<file path="src/rtl/event_drain.sv">
// Sticky event collector that drains pending flags one at a time, round-robin, over valid/ready.
// Optional macro EVENT_DRAIN_TIMESTAMP_EN adds a per-event capture timestamp on evt_ts.
module event_drain #(
  parameter int N_EVT = 8,
  parameter int IDX_W = 3,
  parameter int CNT_W = 8,
  parameter int TS_W  = 16
) (
  input  logic             clk,
  input  logic             reset,
  input  logic [N_EVT-1:0] set_i,
  output logic             evt_valid,
  input  logic             evt_ready,
  output logic [IDX_W-1:0] evt_idx,
  output logic [N_EVT-1:0] pending,
  output logic [CNT_W-1:0] drop_cnt,
  output logic             busy
`ifdef EVENT_DRAIN_TIMESTAMP_EN
  ,
  output logic [TS_W-1:0]  evt_ts
`endif
);

  localparam logic [0:0] S_IDLE  = 1'b0;
  localparam logic [0:0] S_OFFER = 1'b1;

  if (N_EVT < 2 || TS_W < 1 || (1 << IDX_W) < N_EVT) begin : g_bad_param
    $error("event_drain: illegal parameter combination");
  end

  logic [0:0]       r_state;
  logic [N_EVT-1:0] r_pending;
  logic [IDX_W-1:0] r_idx;
  logic [IDX_W-1:0] r_ptr;
  logic [CNT_W-1:0] r_drop;

  logic [N_EVT-1:0] w_rot;
  logic [IDX_W-1:0] w_off;
  logic [IDX_W:0]   w_sum;
  logic [IDX_W-1:0] w_sel;
  logic             w_any;
  logic             w_load;
  logic [N_EVT-1:0] w_load_vec;
  logic             w_drop;
  logic [IDX_W-1:0] w_ptr_nxt;

  // Rotate pending so bit 0 is the flag at ptr; lowest set bit is the winner.
  always_comb begin
    w_rot = N_EVT'({r_pending, r_pending} >> r_ptr);
    w_off = '0;
    for (int k = N_EVT - 1; k >= 0; k--) begin
      if (w_rot[k]) w_off = IDX_W'(k);
    end
    w_any = |r_pending;
    w_sum = {1'b0, r_ptr} + {1'b0, w_off};
    if (w_sum >= (IDX_W+1)'(N_EVT)) w_sel = IDX_W'(w_sum - (IDX_W+1)'(N_EVT));
    else                            w_sel = IDX_W'(w_sum);
  end

  assign w_load     = w_any && ((r_state == S_IDLE) || evt_ready);
  assign w_load_vec = w_load ? (N_EVT'(1) << w_sel) : '0;
  // A set landing on a bit being loaded is a fresh occurrence, not a loss.
  assign w_drop     = |(set_i & r_pending & ~w_load_vec);
  assign w_ptr_nxt  = (w_sel == IDX_W'(N_EVT - 1)) ? '0 : w_sel + 1'b1;

  always_ff @(posedge clk) begin
    if (reset) begin
      r_state   <= S_IDLE;
      r_pending <= '0;
      r_idx     <= '0;
      r_ptr     <= '0;
      r_drop    <= '0;
    end else begin
      r_pending <= set_i | (r_pending & ~w_load_vec);
      if (w_drop && (r_drop != '1)) r_drop <= r_drop + 1'b1;
      if (w_load) begin
        r_state <= S_OFFER;
        r_idx   <= w_sel;
        r_ptr   <= w_ptr_nxt;
      end else if ((r_state == S_OFFER) && evt_ready) begin
        r_state <= S_IDLE;
      end
    end
  end

`ifdef EVENT_DRAIN_TIMESTAMP_EN
  logic [TS_W-1:0]             r_ts;
  logic [N_EVT-1:0][TS_W-1:0]  r_ts_mem;
  logic [TS_W-1:0]             r_evt_ts;

  // Capture only when a set starts a new occurrence; repeats while pending keep the first stamp.
  always_ff @(posedge clk) begin
    if (reset) begin
      r_ts     <= '0;
      r_ts_mem <= '0;
      r_evt_ts <= '0;
    end else begin
      r_ts <= r_ts + 1'b1;
      for (int i = 0; i < N_EVT; i++) begin
        if (set_i[i] && (!r_pending[i] || w_load_vec[i])) r_ts_mem[i] <= r_ts;
      end
      if (w_load) r_evt_ts <= r_ts_mem[w_sel];
    end
  end

  assign evt_ts = r_evt_ts;
`endif

  assign evt_valid = (r_state == S_OFFER);
  assign evt_idx   = r_idx;
  assign pending   = r_pending;
  assign drop_cnt  = r_drop;
  assign busy      = evt_valid | (|r_pending);

endmodule

</file>
<file path="config.mk">
export PLATFORM = sky130hd
export DESIGN_NAME = event_drain
export DESIGN_NICKNAME = d
export VERILOG_FILES = /design/src/rtl/event_drain.sv
export SDC_FILE = /design/constraint.sdc
export NUM_CORES = 1
export LEC_CHECK = 0
export BUFFER_PORTS_ARGS = -buffer_cell sky130_fd_sc_hd__clkbuf_2
export CAP_MARGIN = 20
export CORE_MARGIN = 2
export CORE_UTILIZATION = 60
export CTS_CLUSTER_DIAMETER = 120
export CTS_CLUSTER_SIZE = 20
export DETAILED_ROUTE_END_ITERATION = 8
export PLACE_DENSITY = 0.91
export SYNTH_ARGS = -nofsm -noshare
export SYNTH_HDL_FRONTEND = slang
export SYNTH_SLANG_ARGS = --single-unit
</file>
<file path="constraint.sdc">
create_clock -name clk -period 14.6 [get_ports clk]
set_clock_uncertainty 0.1 [all_clocks]
set_input_delay 2.92 -clock clk [delete_from_list [all_inputs] [get_ports clk]]
set_output_delay 2.92 -clock clk [all_outputs]
set_load 0.02 [all_outputs]
</file>
==> impl_summary.log <==
[metrics] status: complete, no violations
[metrics] top library cells by usage in the layout, fill and taps aside: sky130_fd_sc_hd__nor2_1, sky130_fd_sc_hd__clkbuf_2, sky130_fd_sc_hd__dfxtp_1, sky130_fd_sc_hd__nor3_1, sky130_fd_sc_hd__a21oi_1
[metrics] cts repair resizes: 0
[metrics] global route overflow: 0
[metrics] most common library cell in the layout ignoring fill and taps: sky130_fd_sc_hd__nor2_1
[metrics] number of warnings reported in the yosys synthesis log: 0
[metrics] accumulated negative setup slack: 0 ns
[metrics] Slew HR: 40.1%
[metrics] initial standard-cell utilization of the core: about three fifths
[metrics] Area growth, synth to finish: 7.21%
[metrics] die span in y: 59.6 um
[metrics] final HPWL from detailed placement: between 3000 and 4000 um
[metrics] Non-Filler Cell Area, Final: about 2000 um2
[metrics] floorplan die width: ~60 um
[metrics] number of synthesized register bits: 23
[metrics] critical path class: flop to flop
[metrics] number of vias in the routed layout: about 1800
[metrics] Reg clk slew, reported paths: about 0.13 ns
[metrics] Max IR drop VDD: about 0.14 mV
[metrics] placed instance area: about 2000 um2
[metrics] global placement routability congestion: approximately 0.89
[metrics] Post-CTS Setup Bufs: 0
[metrics] final cycle utilization of the critical path: approximately 39%
[metrics] power per cell area: roughly 210 nW/um2
[metrics] Primary FF master, synth: sky130_fd_sc_hd__dfxtp_1
[metrics] cell count after synthesis: 241
[metrics] RSZ-0062 raised after global routing: no
[metrics] total leakage power: approximately 0.9 nW
[metrics] share of the yosys chip area belonging to registers: 24.8%
[metrics] actual slew at the worst max-slew pin: 0.898 ns
[metrics] final setup violation count: 0
[metrics] number of H-tree branching levels: 1
[metrics] area of the die: between 3000 and 4000 um2
[metrics] Mapped Nets: 260
[metrics] per-cell routed wire length: 14.4 um
[metrics] clock tree from TritonCTS: built
[metrics] First DRT Iteration DRCs: between 300 and 400
[metrics] net total in the final layout: approximately 280
[metrics] Clk Latency, worst-skew pair: about 0.31 ns
[metrics] count of input and output buffers: 31
[metrics] Antenna Diode Count: 0
[metrics] DRT Wirelength: about 4200 um
[metrics] library cell used as clock root buffer: sky130_fd_sc_hd__clkbuf_4
[metrics] Max Fanout on Critical Path: 26
[metrics] via count of the first global-routing pass: about 1600
[metrics] biggest area consumer among synthesized cells: sky130_fd_sc_hd__dfxtp_1
[metrics] detailed-routing iteration count for the pre-antenna-repair pass: 5
[metrics] DR DRC count: 0
[metrics] I/O pin count: 32
[metrics] maximum clock path buffer count: 2
[metrics] unique cell type count in the Yosys netlist: 49
[metrics] hold-fix buffers at CTS: 0
[metrics] antenna violations before repair: 0
[metrics] All-Layer GR Usage: 25.8%
[metrics] fraction of final layout cells with drive strength greater than 1: around 19%
[metrics] R2R Setup Slk: a little under 9 ns
[metrics] crit path launch type: flop
[metrics] number of enable flip-flop cells after synthesis: 0
[metrics] wire length of the first global-routing pass: ~7100 um
[metrics] data arrival time of the critical path: 5.87 ns
[metrics] Antenna Nets Post-Route: 0
[metrics] ys async rst share: 0%
[metrics] endpoint required time on the critical path: 14.70 ns
[metrics] number of vias per cell: between 6 and 7
[metrics] core outline area: approximately 3000 um2
[metrics] total CTS buffers: 3
[metrics] area share of the largest cell type after synthesis: roughly a quarter
[metrics] total standard cell area after synthesis: 1860 um2
[metrics] endpoints failing hold: 0
[metrics] number of max-slew violations in the final report: 0
[metrics] total number of clock tree sinks: 23
[metrics] type of destination of the critical path: flop
[metrics] Std-Cell Rows: 20
[metrics] dominant cells by area after synthesis: sky130_fd_sc_hd__dfxtp_1, sky130_fd_sc_hd__nor2_1, sky130_fd_sc_hd__mux2i_1, sky130_fd_sc_hd__nor3_1, sky130_fd_sc_hd__ha_1
[metrics] peak clock frequency supported by timing: around 170 MHz
[metrics] number of filler instances in the final layout: around 280
[metrics] largest net degree at the start of global routing: 30
[metrics] kind of path behind the tightest hold check: flop to flop
[metrics] shortest period the worst path allows: approximately 5.8 ns
[metrics] max cap viols: 0
[metrics] average instance area after synthesis: 7.70 um2
==> synth_stat cells, drive strengths merged, types with 3 or more instances <==
library cell / instances
nor2: 37
dfxtp: 23
nor3: 20
a21oi: 16
mux2i: 12
buf: 11
nand2: 11
nand3: 10
inv: 9
mux2: 9
clkbuf: 8
nor2b: 8
nor3b: 8
ha: 7
nor4: 6
o21ai: 5
a22oi: 3
a31oi: 3
a41o: 3
nand2b: 3
nand4: 3
==> through the flow <==
| stage | hold slack, ns | cells | utilization (%) | total power (W) | worst slack (ns) |
|---|---|---|---|---|---|
| detailed placement | 0.398 | 287 | 65.4 | 0.000384 | 8.91 |
| floorplan | 0.484 | 241 | - | 0.000324 | 9.59 |
| finish | 0.415 | 291 | 66.3 | 0.000417 | 8.83 |
| CTS | 0.428 | 291 | 66.3 | 0.000417 | 8.87 |
| global route | 0.465 | 291 | 66.3 | 0.000459 | 8.33 |
| global placement | 0.377 | 287 | 65.4 | 0.000372 | 9.07 |
==> layout make-up <==
type                    count  area (um2)  area share, %
inverters                   9        33.8           1.70
multi-input cells         190        1270           63.6
repair buffers             32         163           8.17
flip-flops and latches     23         460           23.1
clock buffers               4        26.3           1.32
well taps                  33        41.3           2.07
==> path summary, 6_finish.rpt <==
path | end | start | cells past startpoint
min reg2reg | evt_idx[0]$_SDFFE_PP0P_ | evt_idx[0]$_SDFFE_PP0P_ | 2
max | drop_cnt[2]$_SDFFE_PP0P_ | r_ptr[1]$_SDFFE_PP0P_ | 20
max reg2reg | drop_cnt[2]$_SDFFE_PP0P_ | r_ptr[1]$_SDFFE_PP0P_ | 20
min | evt_idx[0]$_SDFFE_PP0P_ | evt_idx[0]$_SDFFE_PP0P_ | 2
==> critical path: stages, from the launching register on <==
cell	delay, ns
sky130_fd_sc_hd__dfxtp_1	0.94
sky130_fd_sc_hd__mux2_2	0.42
sky130_fd_sc_hd__nor2_1	0.09
sky130_fd_sc_hd__a21oi_1	0.06
sky130_fd_sc_hd__a22oi_1	0.19
sky130_fd_sc_hd__nor2_1	0.06
sky130_fd_sc_hd__a221o_1	0.28
sky130_fd_sc_hd__nand2b_1	0.08
sky130_fd_sc_hd__a211o_1	0.11
sky130_fd_sc_hd__o31ai_1	0.08
sky130_fd_sc_hd__ha_1	0.20
sky130_fd_sc_hd__fa_1	0.38
sky130_fd_sc_hd__xnor2_1	0.59
sky130_fd_sc_hd__xnor2_2	0.23
sky130_fd_sc_hd__inv_2	0.15
sky130_fd_sc_hd__ha_1	0.23
sky130_fd_sc_hd__a21boi_0	0.16
sky130_fd_sc_hd__a221oi_2	0.29
sky130_fd_sc_hd__nand4b_1	0.38
sky130_fd_sc_hd__and3_1	0.33
sky130_fd_sc_hd__mux2_4	0.29
==> cell families after synthesis <==
logic type | Yosys count | share of synthesized area, %
AO/OA/AOI/OAI | 43 | 15.8
flip-flops | 23 | 24.8
XOR/XNOR | 2 | 1.35
adder cells (fa/ha/maj) | 8 | 5.79
buffers and inverters | 28 | 7.01
multiplexers | 21 | 12.3
AND/OR/NAND/NOR | 116 | 33.0
==> per-layer routing <==
metal  share of wire, %  track usage, %  vias up
met5                  0               0        -
met4                1.7            6.35        0
met3                5.9            5.46        9
met1                 43            33.2      859
li1                   -               -      906
met2                 49            43.8       69
==> sequential cells by signal, summed over array words and instances (netlist names) <==
register,cells
evt_idx,3
r_ptr,3
evt_valid,1
pending,8
drop_cnt,8
==> where the power goes <==
group,leakage [nW],internal [W],switching [W]
Sequential,0.190,0.0000759,0.0000326
Clock,0.0150,0.0000107,0.0000185
Combinational,0.671,0.000118,0.000161
Total,0.876,0.000205,0.000212
Note: power is estimated with default switching activity, not from simulation.
